## src/rtl/mem_read_burst.sv

```systemverilog
// Single-outstanding AXI read-burst master with a one-register response stage.
// Define MEM_READ_BURST_ERR_EN to flag RRESP errors and RLAST misplacement on rsp_err.
module mem_read_burst #(
  parameter int ADDR_W = 32,
  parameter int DATA_W = 64,
  parameter int LEN_W  = 8
) (
  input  logic              ACLK,
  input  logic              ARESETn,
  input  logic              req_valid,
  output logic              req_ready,
  input  logic [ADDR_W-1:0] req_addr,
  input  logic [LEN_W-1:0]  req_len,
  output logic              rsp_valid,
  input  logic              rsp_ready,
  output logic [DATA_W-1:0] rsp_data,
  output logic              rsp_last,
  output logic              rsp_err,
  output logic              ARVALID,
  input  logic              ARREADY,
  output logic [ADDR_W-1:0] ARADDR,
  output logic [LEN_W-1:0]  ARLEN,
  output logic [2:0]        ARSIZE,
  output logic [1:0]        ARBURST,
  output logic [2:0]        ARPROT,
  input  logic              RVALID,
  output logic              RREADY,
  input  logic [DATA_W-1:0] RDATA,
  input  logic              RLAST,
  input  logic [1:0]        RRESP
);

  typedef enum logic [1:0] {IDLE = 2'd0, ADDR = 2'd1, DATA = 2'd2} state_t;

  localparam logic [2:0] AXSIZE = 3'($clog2(DATA_W / 8));

  state_t            state_reg, state_next;
  logic [ADDR_W-1:0] araddr_reg;
  logic [LEN_W-1:0]  arlen_reg;
  logic [LEN_W-1:0]  cnt_reg;
  logic              rsp_valid_reg;
  logic [DATA_W-1:0] rsp_data_reg;
  logic              rsp_last_reg;
  logic              stage_free;
  logic              req_fire;
  logic              r_fire;

  // The response register can take a new beat if empty or being drained this cycle.
  assign stage_free = !rsp_valid_reg || rsp_ready;
  assign req_fire   = req_valid && req_ready;
  assign r_fire     = RVALID && RREADY;

  always_comb begin
    state_next = state_reg;
    req_ready  = 1'b0;
    ARVALID    = 1'b0;
    RREADY     = 1'b0;
    case (state_reg)
      IDLE: begin
        req_ready = ARESETn;
        if (req_valid && ARESETn) state_next = ADDR;
      end
      ADDR: begin
        ARVALID = 1'b1;
        if (ARREADY) state_next = DATA;
      end
      DATA: begin
        RREADY = stage_free;
        if (RVALID && stage_free && RLAST) state_next = IDLE;
      end
      default: state_next = IDLE;
    endcase
  end

  always_ff @(posedge ACLK) begin
    if (!ARESETn) begin
      state_reg     <= IDLE;
      araddr_reg    <= '0;
      arlen_reg     <= '0;
      cnt_reg       <= '0;
      rsp_valid_reg <= 1'b0;
      rsp_data_reg  <= '0;
      rsp_last_reg  <= 1'b0;
    end else begin
      state_reg <= state_next;
      if (req_fire) begin
        araddr_reg <= req_addr;
        arlen_reg  <= req_len;
        cnt_reg    <= '0;
      end else if (r_fire) begin
        cnt_reg <= cnt_reg + LEN_W'(1);
      end
      if (r_fire) begin
        rsp_valid_reg <= 1'b1;
        rsp_data_reg  <= RDATA;
        rsp_last_reg  <= RLAST;
      end else if (rsp_ready) begin
        rsp_valid_reg <= 1'b0;
      end
    end
  end

`ifdef MEM_READ_BURST_ERR_EN
  logic err_sticky_reg;
  logic rsp_err_reg;
  logic beat_err;

  // RLAST must land exactly on the beat whose index equals the latched length.
  assign beat_err = (RRESP != 2'b00) || (RLAST != (cnt_reg == arlen_reg));

  always_ff @(posedge ACLK) begin
    if (!ARESETn) begin
      err_sticky_reg <= 1'b0;
      rsp_err_reg    <= 1'b0;
    end else begin
      if (req_fire) begin
        err_sticky_reg <= 1'b0;
      end else if (r_fire) begin
        err_sticky_reg <= err_sticky_reg | beat_err;
      end
      if (r_fire) rsp_err_reg <= err_sticky_reg | beat_err;
    end
  end

  assign rsp_err = rsp_err_reg;
`else
  logic unused_rresp;
  assign unused_rresp = ^RRESP;
  assign rsp_err      = 1'b0;
`endif

  assign rsp_valid = rsp_valid_reg;
  assign rsp_data  = rsp_data_reg;
  assign rsp_last  = rsp_last_reg;
  assign ARADDR    = araddr_reg;
  assign ARLEN     = arlen_reg;
  assign ARSIZE    = AXSIZE;
  assign ARBURST   = 2'b01;
  assign ARPROT    = 3'b111;

endmodule

```

## config.mk

```make
export PLATFORM = sky130hd
export DESIGN_NAME = mem_read_burst
export DESIGN_NICKNAME = d
export VERILOG_FILES = /design/src/rtl/mem_read_burst.sv
export SDC_FILE = /design/constraint.sdc
export NUM_CORES = 1
export LEC_CHECK = 0
export BUFFER_PORTS_ARGS = -buffer_cell sky130_fd_sc_hd__buf_2
export CORE_MARGIN = 4
export CORE_UTILIZATION = 48
export DETAILED_ROUTE_END_ITERATION = 10
export GPL_TIMING_DRIVEN = 0
export PLACE_DENSITY = 0.85
export SYNTH_ARGS = -nofsm -noshare
export SYNTH_HDL_FRONTEND = slang
export SYNTH_SLANG_ARGS = --single-unit
```

## constraint.sdc

```tcl
create_clock -name ACLK -period 3.58 [get_ports ACLK]
set_clock_uncertainty 0.05 [all_clocks]
set_input_delay 0.537 -clock ACLK [delete_from_list [all_inputs] [get_ports ACLK]]
set_output_delay 0.537 -clock ACLK [all_outputs]
set_load 0.01 [all_outputs]
```

==> flow_metrics.py <==
metrics = {
    "route": {
        "avgRoutedWirePerCell_um": 13.74,
        "dr_total_vias": 4018,
        "dr.pass1.iters": 4,
        "drc": 0,
        "ant_nets": 0,
        "drt-initial-drc-count": 62,
        "wl_um": 11480,
        "routed_via_density": 4.812,
    },
    "cells_and_area": {
        "areaGrowthSynthToFinish_pct": 34.00,
        "multi_input_area_um2": 1778,
        "n_antenna_cell": 0,
        "fill_cells": 735,
        "largest_register_ffs": 64,
        "final_area_um2": 5690,
        "fin_util_pct": 65.57,
        "layout-drive-gt1-share_pct": 36.31,
        "final_net_count": 835,
        "regArea_um2": 2162,
    },
    "timing": {
        "setup_tns_ns": 0,
        "final-hold-violation-count": 0,
        "setup-violations-final": 0,
        "finalMaxSlewViolations": 0,
        "rsz0062_at_grt": "false",
        "fin_crit_ns": 2.348,
        "fmax_ghz": 0.4258,
        "period_share_pct": 65.60,
    },
    "flow_run": {
        "cap_violations": 0,
    },
    "placed_design": {
        "hpwl_um": 9225,
        "place_area_um2": 5499,
        "gp_congestion": 0.8324,
        "port_buffers": 218,
    },
    "die": {
        "coreArea_um2": 8678,
        "start_util_pct": 48.93,
        "ioPinCount": 231,
        "die_area_um2": 10420,
        "row_count": 34,
        "fp.dieH_um": 102.1,
        "die_width_um": 102.1,
    },
    "critical_path": {
        "r2r-end": "rsp_data[41]",
        "endpoint_kind": "output port",
        "r2r_slack_ns": 2.11,
        "worstSetupStartpointType": "input port",
        "r2r_cells": 6,
        "cp.required_ns": 2.99,
        "cp_max_fo": 10,
        "crit_start": "ARESETn",
        "arrival_ns": 1.76,
        "rr_startpoint": "state_reg[1]",
        "worstSetupPathType": "input port to output port",
        "cp-endpoint": "req_ready",
    },
    "pwr": {
        "p_leak_nw": 2.714,
        "powerDensity_nw_per_um2": 408.2,
        "ir_drop_mv": 0.2368,
    },
    "logic_synthesis": {
        "syn_avg_cell_area_um2": 8.738,
        "yosysTopAreaCellShare_pct": 50.91,
        "synth_area_leaders": "dfxtp_1 51%, nand2_1 19%, mux2i_1 15%",
        "yosysSeqAreaShare_pct": 50.91,
        "yosysUniqueCellTypes": 22,
        "synth_top_cell_by_area": "dfxtp_1",
        "yosys_register_bits": 108,
        "syn_area_um2": 4247,
        "yosysWarnings": 0,
        "syn_inst": 486,
    },
    "clock_tree": {
        "post_cts_buffers": 0,
        "cts-resized-gates": 0,
        "ctsHoldBuffers": 0,
        "cts_sinks": 108,
        "cts_buffer_depth": 2,
        "cts_tree": "built",
        "htreeDepth": 3,
        "root_buffer": "clkbuf_8",
        "cts.clk_slew.worst_paths_ns": 0.10,
        "worst_skew_pair.late_latency_ns": 0.34,
        "cts_made_buffers": 9,
    },
    "run_status": {
        "status": "complete, no violations",
    },
    "global_routing": {
        "grt_pass1_vias": 3971,
        "grt.total_usage_pct": 21.63,
        "grt_start_max_net_pins": 18,
        "antenna_found_initial": 0,
        "grt_first_pass_wirelength_um": 18200,
        "grt_overflow": 0,
    },
    "min_path": {
        "min_path_type": "input port to register",
    },
}
==> cell usage in the layout (no fill, tap or decap), drive strengths merged <==
master	n
nand2b	1
and3	2
and4bb	1
dfxtp	108
clkbuf	28
clkinv	2
bufinv	1
conb	9
a21boi	1
and2	1
clkinvlp	2
nor3b	1
a31o	1
mux2i	65
nand2	211
buf	246
nor2b	2
nand3	2
inv	2
o21ai	41
==> where the power goes <==
part           switching (mW)  internal, mW  leakage [nW]
sequential             0.0283          1.25         0.878
combinational           0.171         0.144          1.74
clock                   0.400         0.324        0.0927
==> kinds of logic after synthesis <==
family / synth area share (%)
AO/OA/AOI/OAI: 5.215
other: 0.1768
AND/OR/NAND/NOR: 20.54
buffers and inverters: 7.837
multiplexers: 15.32
flip-flops: 50.91
==> how the worst min path moves through the flow <==
stage            startpoint    endpoint  slack (ns)  cells past startpoint
3_3_place_gp     ARADDR[22]  ARADDR[22]        0.38                      2
6_report       req_addr[19]  ARADDR[19]        0.33                      3
3_5_place_dp       ARLEN[2]    ARLEN[2]        0.39                      2
2_1_floorplan     ARADDR[0]   ARADDR[0]        0.42                      2
4_1_cts          req_len[3]    ARLEN[3]        0.31                      3
5_1_grt          req_len[3]    ARLEN[3]        0.32                      3
==> critical path: stages <==
cell	delay (ns)
clkbuf_1	0.15
buf_2	0.29
clkbuf_1	0.37
nor3b_1	0.23
buf_2	0.18
==> cells in the mapped netlist (all sizes together) <==
library cell  instances
buf                  28
clkbuf               18
nand3                 2
nand2b                1
a21boi                1
and2                  1
a31o                  1
and4bb                1
nor3b                 1
and3                  2
mux2i                65
o21ai                41
inv                   1
nand2               211
nor2b                 2
conb                  2
dfxtp               108
==> metal layers <==
metal / part of all wire [%] / global-route usage, % / wire length (um) / vias to the layer above
met2: 50 / 39.28 / 5709 / 162
met3: 9.8 / 6.689 / 1119 / 25
met4: 2.4 / 8.073 / 279 / 0
met5: 0 / 0 / 0 / -
met1: 38 / 23.54 / 4367 / 1822
li1: - / - / - / 2009
==> metrics by stage <==
stage               power (mW)  cells  hold WS (ns)  worst slack, ns
CTS                      2.347    835        0.3109            1.183
finish                   2.323    835        0.3286            1.232
detailed placement       1.627    819        0.3893            1.203
global route             2.428    835        0.3185            1.038
global placement         1.615    819        0.3824            1.235
floorplan                1.476    493        0.4226            1.516
==> final cells by class <==
type	instances	area share (%)
Buffer	46	5.783
Clock buffer	10	2.243
Clock inverter	6	1.121
Inverter	1	0.06596
Multi-Input combinational cell	338	31.24
Sequential cell	108	37.99
Tap cell	108	2.375
Timing Repair Buffer	218	19.17
No activity file was read; power rests on OpenSTA's default activity.
